==> src/rtl/matrix_pkg.sv <==
// Shared constants and FSM state type for the matrix scan sequencer.
package matrix_pkg;

  localparam int DATA_W  = 32;
  localparam int ADDR_W  = 8;
  localparam int MAT_MAX = 128;

  typedef enum logic [2:0] {
    IDLE     = 3'd0,
    RD_RUN   = 3'd1,
    RD_DRAIN = 3'd2,
    WR_RUN   = 3'd3,
    FINISH   = 3'd4
  } scan_state_t;

endpackage

==> src/rtl/matrix_scan_ctrl_if.sv <==
// Memory-side and stream-side signal bundle of the matrix scan sequencer.
// master = sequencer, slave = environment (matrix store plus stream peers).
interface matrix_scan_ctrl_if #(
  parameter int DATA_W = matrix_pkg::DATA_W,
  parameter int ADDR_W = matrix_pkg::ADDR_W
);

  logic              mem_write;
  logic              mem_read;
  logic              mem_transpose;
  logic [ADDR_W-1:0] mem_m_addr;
  logic [ADDR_W-1:0] mem_n_addr;
  logic [DATA_W-1:0] mem_data_in;
  logic [DATA_W-1:0] mem_data_out;
  logic              in_valid;
  logic              in_ready;
  logic [DATA_W-1:0] in_data;
  logic              out_valid;
  logic              out_ready;
  logic [DATA_W-1:0] out_data;

  modport master (
    output mem_write, mem_read, mem_transpose, mem_m_addr, mem_n_addr, mem_data_in,
    output in_ready, out_valid, out_data,
    input  mem_data_out, in_valid, in_data, out_ready
  );

  modport slave (
    input  mem_write, mem_read, mem_transpose, mem_m_addr, mem_n_addr, mem_data_in,
    input  in_ready, out_valid, out_data,
    output mem_data_out, in_valid, in_data, out_ready
  );

endinterface

==> src/rtl/mat_addr_gen.sv <==
// Row-major row/column counter pair; swap exchanges the roles of the
// counters on the address outputs (used for transposed writes).
module mat_addr_gen #(
  parameter int ADDR_W = matrix_pkg::ADDR_W
) (
  input  logic              clk,
  input  logic              reset,
  input  logic              clear,
  input  logic              advance,
  input  logic [ADDR_W-1:0] rows,
  input  logic [ADDR_W-1:0] cols,
  input  logic              swap,
  output logic [ADDR_W-1:0] m_addr,
  output logic [ADDR_W-1:0] n_addr,
  output logic              last
);

  localparam logic [ADDR_W-1:0] ADDR_ONE = {{(ADDR_W-1){1'b0}}, 1'b1};

  logic [ADDR_W-1:0] r_r;
  logic [ADDR_W-1:0] c_r;
  logic              row_end_s;
  logic              col_end_s;

  // End-of-row / end-of-matrix detection and address routing.
  always_comb begin
    row_end_s = (r_r == (rows - ADDR_ONE));
    col_end_s = (c_r == (cols - ADDR_ONE));
    last      = row_end_s && col_end_s;
    if (swap) begin
      m_addr = c_r;
      n_addr = r_r;
    end else begin
      m_addr = r_r;
      n_addr = c_r;
    end
  end

  // Column counter steps first; row steps when the column wraps.
  always_ff @(posedge clk) begin
    if (!reset) begin
      r_r <= '0;
      c_r <= '0;
    end else if (clear) begin
      r_r <= '0;
      c_r <= '0;
    end else if (advance) begin
      if (col_end_s) begin
        c_r <= '0;
        if (row_end_s) begin
          r_r <= '0;
        end else begin
          r_r <= r_r + ADDR_ONE;
        end
      end else begin
        c_r <= c_r + ADDR_ONE;
      end
    end
  end

endmodule

==> src/rtl/matrix_scan_ctrl.sv <==
// Streams a whole matrix into or out of the matrix store in row-major order,
// optionally transposed, adapting the store's registered read to valid/ready.
module matrix_scan_ctrl #(
  parameter int DATA_W  = matrix_pkg::DATA_W,
  parameter int ADDR_W  = matrix_pkg::ADDR_W,
  parameter int MAT_MAX = matrix_pkg::MAT_MAX
) (
  input  logic              clk,
  input  logic              reset,
  input  logic              start,
  input  logic              mode,
  input  logic              transpose,
  input  logic [ADDR_W-1:0] m_dim,
  input  logic [ADDR_W-1:0] n_dim,
  input  logic              abort,
  output logic              busy,
  output logic              done,
  output logic              err,
  matrix_scan_ctrl_if.master bus
);

  import matrix_pkg::scan_state_t;
  import matrix_pkg::IDLE;
  import matrix_pkg::RD_RUN;
  import matrix_pkg::RD_DRAIN;
  import matrix_pkg::WR_RUN;
  import matrix_pkg::FINISH;

  localparam logic [ADDR_W:0] MAX_DIM = MAT_MAX[ADDR_W:0];

  scan_state_t       state_r;
  scan_state_t       state_nxt_s;
  logic [ADDR_W-1:0] rows_r;
  logic [ADDR_W-1:0] cols_r;
  logic              trans_r;
  logic              err_r;
  // hold_r: the store's read register carries an element not yet moved into
  // the output slot. The store keeps that value until the next mem_read.
  logic              hold_r;
  logic              out_valid_r;
  logic [DATA_W-1:0] out_data_r;

  logic              start_ok_s;
  logic              dim_bad_s;
  logic              move_s;
  logic              out_fire_s;
  logic              rd_issue_s;
  logic              wr_fire_s;
  logic              clear_s;
  logic              swap_s;
  logic              last_s;
  logic [ADDR_W-1:0] m_addr_s;
  logic [ADDR_W-1:0] n_addr_s;

  // Handshake and issue decode; abort overrides every transfer.
  always_comb begin
    start_ok_s = (state_r == IDLE) && start && !abort;
    dim_bad_s  = (m_dim == '0) || (n_dim == '0) ||
                 ({1'b0, m_dim} > MAX_DIM) || ({1'b0, n_dim} > MAX_DIM);
    move_s     = hold_r && (!out_valid_r || bus.out_ready);
    out_fire_s = out_valid_r && bus.out_ready;
    // A new read only issues when the slot is free or draining, so the
    // element it returns never overwrites one still waiting in the store.
    rd_issue_s = (state_r == RD_RUN) && !abort && (!out_valid_r || bus.out_ready);
    wr_fire_s  = (state_r == WR_RUN) && !abort && bus.in_valid;
    clear_s    = (state_r == IDLE) || (state_r == FINISH) || abort;
    swap_s     = trans_r && (state_r == WR_RUN);
  end

  mat_addr_gen #(.ADDR_W(ADDR_W)) u_addr_gen (
    .clk     (clk),
    .reset   (reset),
    .clear   (clear_s),
    .advance (rd_issue_s || wr_fire_s),
    .rows    (rows_r),
    .cols    (cols_r),
    .swap    (swap_s),
    .m_addr  (m_addr_s),
    .n_addr  (n_addr_s),
    .last    (last_s)
  );

  // Next-state logic of the scan FSM.
  always_comb begin
    state_nxt_s = state_r;
    case (state_r)
      IDLE: begin
        if (start) begin
          if (dim_bad_s) begin
            state_nxt_s = FINISH;
          end else if (mode) begin
            state_nxt_s = WR_RUN;
          end else begin
            state_nxt_s = RD_RUN;
          end
        end else begin
          state_nxt_s = IDLE;
        end
      end
      RD_RUN: begin
        if (rd_issue_s && last_s) begin
          state_nxt_s = RD_DRAIN;
        end else begin
          state_nxt_s = RD_RUN;
        end
      end
      RD_DRAIN: begin
        if (!hold_r && out_fire_s) begin
          state_nxt_s = FINISH;
        end else begin
          state_nxt_s = RD_DRAIN;
        end
      end
      WR_RUN: begin
        if (wr_fire_s && last_s) begin
          state_nxt_s = FINISH;
        end else begin
          state_nxt_s = WR_RUN;
        end
      end
      FINISH:  state_nxt_s = IDLE;
      default: state_nxt_s = IDLE;
    endcase
    if (abort) begin
      state_nxt_s = IDLE;
    end else begin
      state_nxt_s = state_nxt_s;
    end
  end

  // State register.
  always_ff @(posedge clk) begin
    if (!reset) begin
      state_r <= IDLE;
    end else begin
      state_r <= state_nxt_s;
    end
  end

  // Scan geometry latched at an accepted start.
  always_ff @(posedge clk) begin
    if (!reset) begin
      rows_r  <= '0;
      cols_r  <= '0;
      trans_r <= 1'b0;
      err_r   <= 1'b0;
    end else if (start_ok_s) begin
      rows_r  <= transpose ? n_dim : m_dim;
      cols_r  <= transpose ? m_dim : n_dim;
      trans_r <= transpose;
      err_r   <= dim_bad_s;
    end
  end

  // Read-return tracking and the output holding register.
  always_ff @(posedge clk) begin
    if (!reset) begin
      hold_r      <= 1'b0;
      out_valid_r <= 1'b0;
      out_data_r  <= '0;
    end else if (abort) begin
      hold_r      <= 1'b0;
      out_valid_r <= 1'b0;
    end else begin
      if (rd_issue_s) begin
        hold_r <= 1'b1;
      end else if (move_s) begin
        hold_r <= 1'b0;
      end
      if (move_s) begin
        out_valid_r <= 1'b1;
        out_data_r  <= bus.mem_data_out;
      end else if (out_fire_s) begin
        out_valid_r <= 1'b0;
      end
    end
  end

  // Output decode from state and holding registers.
  always_comb begin
    busy              = (state_r != IDLE);
    done              = (state_r == FINISH) && !abort;
    err               = done && err_r;
    bus.mem_read      = rd_issue_s;
    bus.mem_write     = wr_fire_s;
    bus.mem_transpose = (state_r == RD_RUN) && trans_r;
    bus.mem_m_addr    = m_addr_s;
    bus.mem_n_addr    = n_addr_s;
    bus.mem_data_in   = wr_fire_s ? bus.in_data : '0;
    bus.in_ready      = (state_r == WR_RUN) && !abort;
    bus.out_valid     = out_valid_r;
    bus.out_data      = out_data_r;
  end

endmodule

==> src/flat_wrapper.sv <==
// flat-port wrapper written by rule: the top's interface ports become plain ports
module matrix_scan_ctrl_flat import matrix_pkg::scan_state_t; import matrix_pkg::IDLE; import matrix_pkg::RD_RUN; import matrix_pkg::RD_DRAIN; import matrix_pkg::WR_RUN; import matrix_pkg::FINISH;
#(
  parameter int DATA_W  = matrix_pkg::DATA_W,
  parameter int ADDR_W  = matrix_pkg::ADDR_W,
  parameter int MAT_MAX = matrix_pkg::MAT_MAX
)
  (clk, reset, start, mode, transpose, m_dim, n_dim, abort, busy, done, err, bus_mem_write, bus_mem_read, bus_mem_transpose, bus_mem_m_addr, bus_mem_n_addr, bus_mem_data_in, bus_in_ready, bus_out_valid, bus_out_data, bus_mem_data_out, bus_in_valid, bus_in_data, bus_out_ready);
  matrix_scan_ctrl_if #(.DATA_W(DATA_W), .ADDR_W(ADDR_W)) bus_i ();
  input  logic clk;
  input  logic reset;
  input  logic start;
  input  logic mode;
  input  logic transpose;
  input  logic [ADDR_W-1:0] m_dim;
  input  logic [ADDR_W-1:0] n_dim;
  input  logic abort;
  output logic busy;
  output logic done;
  output logic err;
  output wire logic [$bits(bus_i.mem_write)-1:0] bus_mem_write;
  output wire logic [$bits(bus_i.mem_read)-1:0] bus_mem_read;
  output wire logic [$bits(bus_i.mem_transpose)-1:0] bus_mem_transpose;
  output wire logic [$bits(bus_i.mem_m_addr)-1:0] bus_mem_m_addr;
  output wire logic [$bits(bus_i.mem_n_addr)-1:0] bus_mem_n_addr;
  output wire logic [$bits(bus_i.mem_data_in)-1:0] bus_mem_data_in;
  output wire logic [$bits(bus_i.in_ready)-1:0] bus_in_ready;
  output wire logic [$bits(bus_i.out_valid)-1:0] bus_out_valid;
  output wire logic [$bits(bus_i.out_data)-1:0] bus_out_data;
  input wire logic [$bits(bus_i.mem_data_out)-1:0] bus_mem_data_out;
  input wire logic [$bits(bus_i.in_valid)-1:0] bus_in_valid;
  input wire logic [$bits(bus_i.in_data)-1:0] bus_in_data;
  input wire logic [$bits(bus_i.out_ready)-1:0] bus_out_ready;
  assign bus_mem_write = bus_i.mem_write;
  assign bus_mem_read = bus_i.mem_read;
  assign bus_mem_transpose = bus_i.mem_transpose;
  assign bus_mem_m_addr = bus_i.mem_m_addr;
  assign bus_mem_n_addr = bus_i.mem_n_addr;
  assign bus_mem_data_in = bus_i.mem_data_in;
  assign bus_in_ready = bus_i.in_ready;
  assign bus_out_valid = bus_i.out_valid;
  assign bus_out_data = bus_i.out_data;
  assign bus_i.mem_data_out = bus_mem_data_out;
  assign bus_i.in_valid = bus_in_valid;
  assign bus_i.in_data = bus_in_data;
  assign bus_i.out_ready = bus_out_ready;
  matrix_scan_ctrl #(.DATA_W(DATA_W), .ADDR_W(ADDR_W), .MAT_MAX(MAT_MAX)) u_core (.clk(clk), .reset(reset), .start(start), .mode(mode), .transpose(transpose), .m_dim(m_dim), .n_dim(n_dim), .abort(abort), .busy(busy), .done(done), .err(err), .bus(bus_i));
endmodule
==> config.mk <==
export PLATFORM = sky130hd
export DESIGN_NAME = matrix_scan_ctrl_flat
export DESIGN_NICKNAME = d
export VERILOG_FILES = /design/src/rtl/matrix_pkg.sv /design/src/rtl/matrix_scan_ctrl_if.sv /design/src/rtl/mat_addr_gen.sv /design/src/rtl/matrix_scan_ctrl.sv /design/src/flat_wrapper.sv
export SDC_FILE = /design/constraint.sdc
export NUM_CORES = 1
export LEC_CHECK = 0
export BUFFER_PORTS_ARGS = -buffer_cell sky130_fd_sc_hd__buf_2
export CORE_MARGIN = 4
export CORE_UTILIZATION = 30
export CTS_CLUSTER_DIAMETER = 60
export DETAILED_ROUTE_END_ITERATION = 8
export GPL_TIMING_DRIVEN = 1
export PLACE_DENSITY = 0.67
export SLEW_MARGIN = 20
export SYNTH_ARGS = -nofsm -noshare
export SYNTH_HDL_FRONTEND = slang
export SYNTH_HIERARCHICAL = 1
export SYNTH_SLANG_ARGS = --single-unit
==> constraint.sdc <==
create_clock -name clk -period 2.7 [get_ports clk]
set_clock_uncertainty 0.1 [all_clocks]
set_input_delay 0.27 -clock clk [delete_from_list [all_inputs] [get_ports clk]]
set_output_delay 0.27 -clock clk [all_outputs]
set_load 0.01 [all_outputs]
==> reports/qor.txt <==
Status - completed
Fmax - 385 MHz
Pre-antenna DRT Iters - 4
Comb power frac - 13.5%
R2r endpoint - u_core/u_addr_gen/r_r[1]
Inst Count DP - 839
CTS tree - done
HPWL Detailed - 9540 um
Grt ovf - 0
Die area - 15700 sq um
Sink Count - 71
Initial Util - 30.9%
Hold depth - 3
Via density per instance - 4.87
Clock power frac - 44.3%
Maximum Capacitance Violations - 0
Syn-to-layout area delta - 37.0%
Synthesized area per cell - 8.38 sq um
Worst setup SP type - flip-flop
Count of cell types in the netlist - 60
Worst setup EP type - flip-flop
Clock slew at reported path FFs - 0.06 ns
Finished Layout Cells - 859
Seq pwr share - 42.2%
Total CTS buffers - 9
N_diodes - 0
FP Rows - 42
CP Data Arrival Time - 2.75 ns
Post-synthesis register bit count - 71
Sw Share - 24.1%
Nets - 771
Power per cell area - 456 nW/um^2
Top FF cell, synth - dfxtp_1
FF-to-FF Start - u_core/cols_r[5]
Minimum hold slack - 0.0831 ns
Number of synthesized flops with an enable pin - 0
Die Wd - 125 um
Final Cell Area - 5660 sq um
Worst skew pair latency - 0.33 ns
1st-iter DRT viols - 266
RSZ-0062 raised after global routing - no
Worst-Margin Slew - 0.487 ns
Initial antenna violation count - 0
Commonest cells after routing, fill and taps aside - 175 x buf_2, 97 x nand2_1, 71 x dfxtp_1
H-tree Lvls - 3
Critical Path Fanout Max - 5
Normalized max-slew margin - 67.1%
Core area - 13300 sq um
Vias - 4180
Worst Hold Endpoint - u_core/bus.out_data[30]
Final setup violation count - 0
Routed Antenna Nets - 0
Final period utilization - 96.2%
Die Ht - 125 um
Tightest Hold Check Type - in2reg
Crit path time final - 2.60 ns
Worst reg2reg path depth - 7
Yosys Warn Count - 6
WL final - 12400 um
Number of global-route vias before repair - 3854
Largest net degree at the start of global routing - 41
I/O Pins - 176
Ys async rst share - 0%
RD Place Congestion - 0.832
Layout cells sized above 1 - 37.5%
Hold Vio Cnt, Final - 0
Placed Area - 5280 sq um
GRT Total Usage - 15.0%
Fin. max-slew vios - 0
Register-to-register setup slack - 0.10 ns
Commonest non-fill, non-tap cell in the layout - buf_2
Sequential area share after synthesis - 34.4%
Routed length per instance - 14.4 um
Int Power - 1.96 mW
Syn_nets - 585
Worst path required time - 2.86 ns
P_sw - 622 uW
Synth Instances - 493
Final core utilization - 42.4%
Residual DRC count - 0
CTS root buf - clkbuf_16
Setup Crit Path Kind - reg2reg
Hold_sp - bus_mem_data_out[30]
Syn Std Cell Area - 4130 sq um
Leak - 2.76 nW
Global-route wire length before repair - 19200 um
Port Buf Inserts - 175
Worst-case clock buffer depth - 2
IR drop worst, VDD - 275 uV
[sequential cells by signal, indices dropped and copies added (netlist names), 3 cells and up]
name,cells
u_core/bus.out_data,32
u_core/cols_r,8
u_core/rows_r,8
u_core/state_r,3
u_core/u_addr_gen/c_r,8
u_core/u_addr_gen/r_r,8
[critical path, stage by stage (launching register included)]
cell	delay, ns
dfxtp_1	0.30
or3b_2	0.46
or4_4	0.54
o311ai_4	0.08
a21oi_2	0.07
or3_4	0.42
or3b_1	0.41
o22ai_2	0.13
[final cells by class]
class / count / area [sq um]
fillers: 1403 / 7690
clock inverters: 4 / 47.5
inverters: 9 / 33.8
multi-input cells: 384 / 2600
well taps: 176 / 220
clock buffers: 11 / 233
flip-flops and latches: 71 / 1420
repair buffers: 204 / 1100
[metal layers]
layer	vias to the layer above	GRT usage [%]	part of all wire [%]
met3	13	3.03	4.9
li1	2088	-	-
met4	0	4.08	1.4
met1	1941	18.5	43
met5	-	0	0
met2	138	26.4	50
[power groups by stage]
stage / clock network (mW) / logic [mW] / registers, mW
6_report: 1.14 / 0.347 / 1.09
5_1_grt: 1.22 / 0.383 / 1.09
2_1_floorplan: 0 / 0.194 / 1.11
3_3_place_gp: 0 / 0.332 / 1.11
3_5_place_dp: 0 / 0.336 / 1.11
4_1_cts: 1.17 / 0.338 / 1.09
[worst max-delay path by stage]
stage                     slack (ns)             start                        to
after floorplan               -0.004  u_core/cols_r[0]  u_core/u_addr_gen/r_r[1]
after global placement         -0.03  u_core/cols_r[1]         u_core/state_r[1]
after detailed placement       -0.05  u_core/cols_r[1]  u_core/u_addr_gen/r_r[1]
after CTS                     0.0007  u_core/cols_r[1]  u_core/u_addr_gen/r_r[7]
after global routing            0.02  u_core/cols_r[1]  u_core/u_addr_gen/c_r[5]
final                           0.10  u_core/cols_r[5]  u_core/u_addr_gen/r_r[1]
[cells in the mapped netlist (3+ instances only)]
cell type  instances  area (sq um)
buf_1              3          11.3
mux2_2            15           169
mux2i_1           17           170
o211a_1           17           170
inv_1              8          30.0
a31oi_1            3          18.8
nand3b_1           4          30.0
or3_1              4          25.0
a211oi_1           3          22.5
nand2b_1           5          31.3
nor3b_1            3          22.5
and2_1            35           219
nor3_1             7          35.0
nand3_1            7          35.0
nor4_1             3          18.8
dfxtp_1           71          1420
a21boi_0          32           240
or2_2              3          18.8
a22o_1             5          43.8
xnor2_1           13           114
a21oi_1            9          45.0
o21ai_0           11          55.1
and3b_1            3          26.3
nor2b_1            8          50.1
buf_2              3          15.0
nand4_1            5          31.3
nand2_1           97           364
xor2_1             9          78.8
o22ai_1            3          18.8
clkbuf_1          20          75.1
and3_1             6          37.5
ha_1               4          50.1
nor2_1            22          82.6
[timing repair]
action / CTS / global route
endpoints found under the setup margin: 4 / 10
setup buffers: 0 / 4
gates cloned: 0 / 1
endpoints found under the hold margin: 0 / 0
hold buffers: 0 / 0
resized for setup: 2 / 9
pin swaps: 0 / 4
[per-stage QoR]
| stage | setup WS, ns | TNS [ns] | power, mW |
|---|---|---|---|
| 6_report | 0.104 | 0 | 2.58 |
| 5_1_grt | 0.0205 | 0 | 2.70 |
| 4_1_cts | 0.000729 | 0 | 2.60 |
| 3_5_place_dp | -0.0499 | -0.109 | 1.45 |
| 3_3_place_gp | -0.0267 | -0.0281 | 1.44 |
| 2_1_floorplan | -0.00360 | -0.00360 | 1.31 |
[kinds of logic (layout without fill, tap and decap cells)]
family	Yosys count	after routing	synth area share, %
buf+inv	38	228	3.94
fa+ha+maj	4	4	1.21
flops	71	71	34.4
compound gates	97	97	18.6
xor+xnor	22	22	4.67
mux	32	32	8.21
simple gates	229	229	28.9
Note: power is estimated with default switching activity, not from simulation.
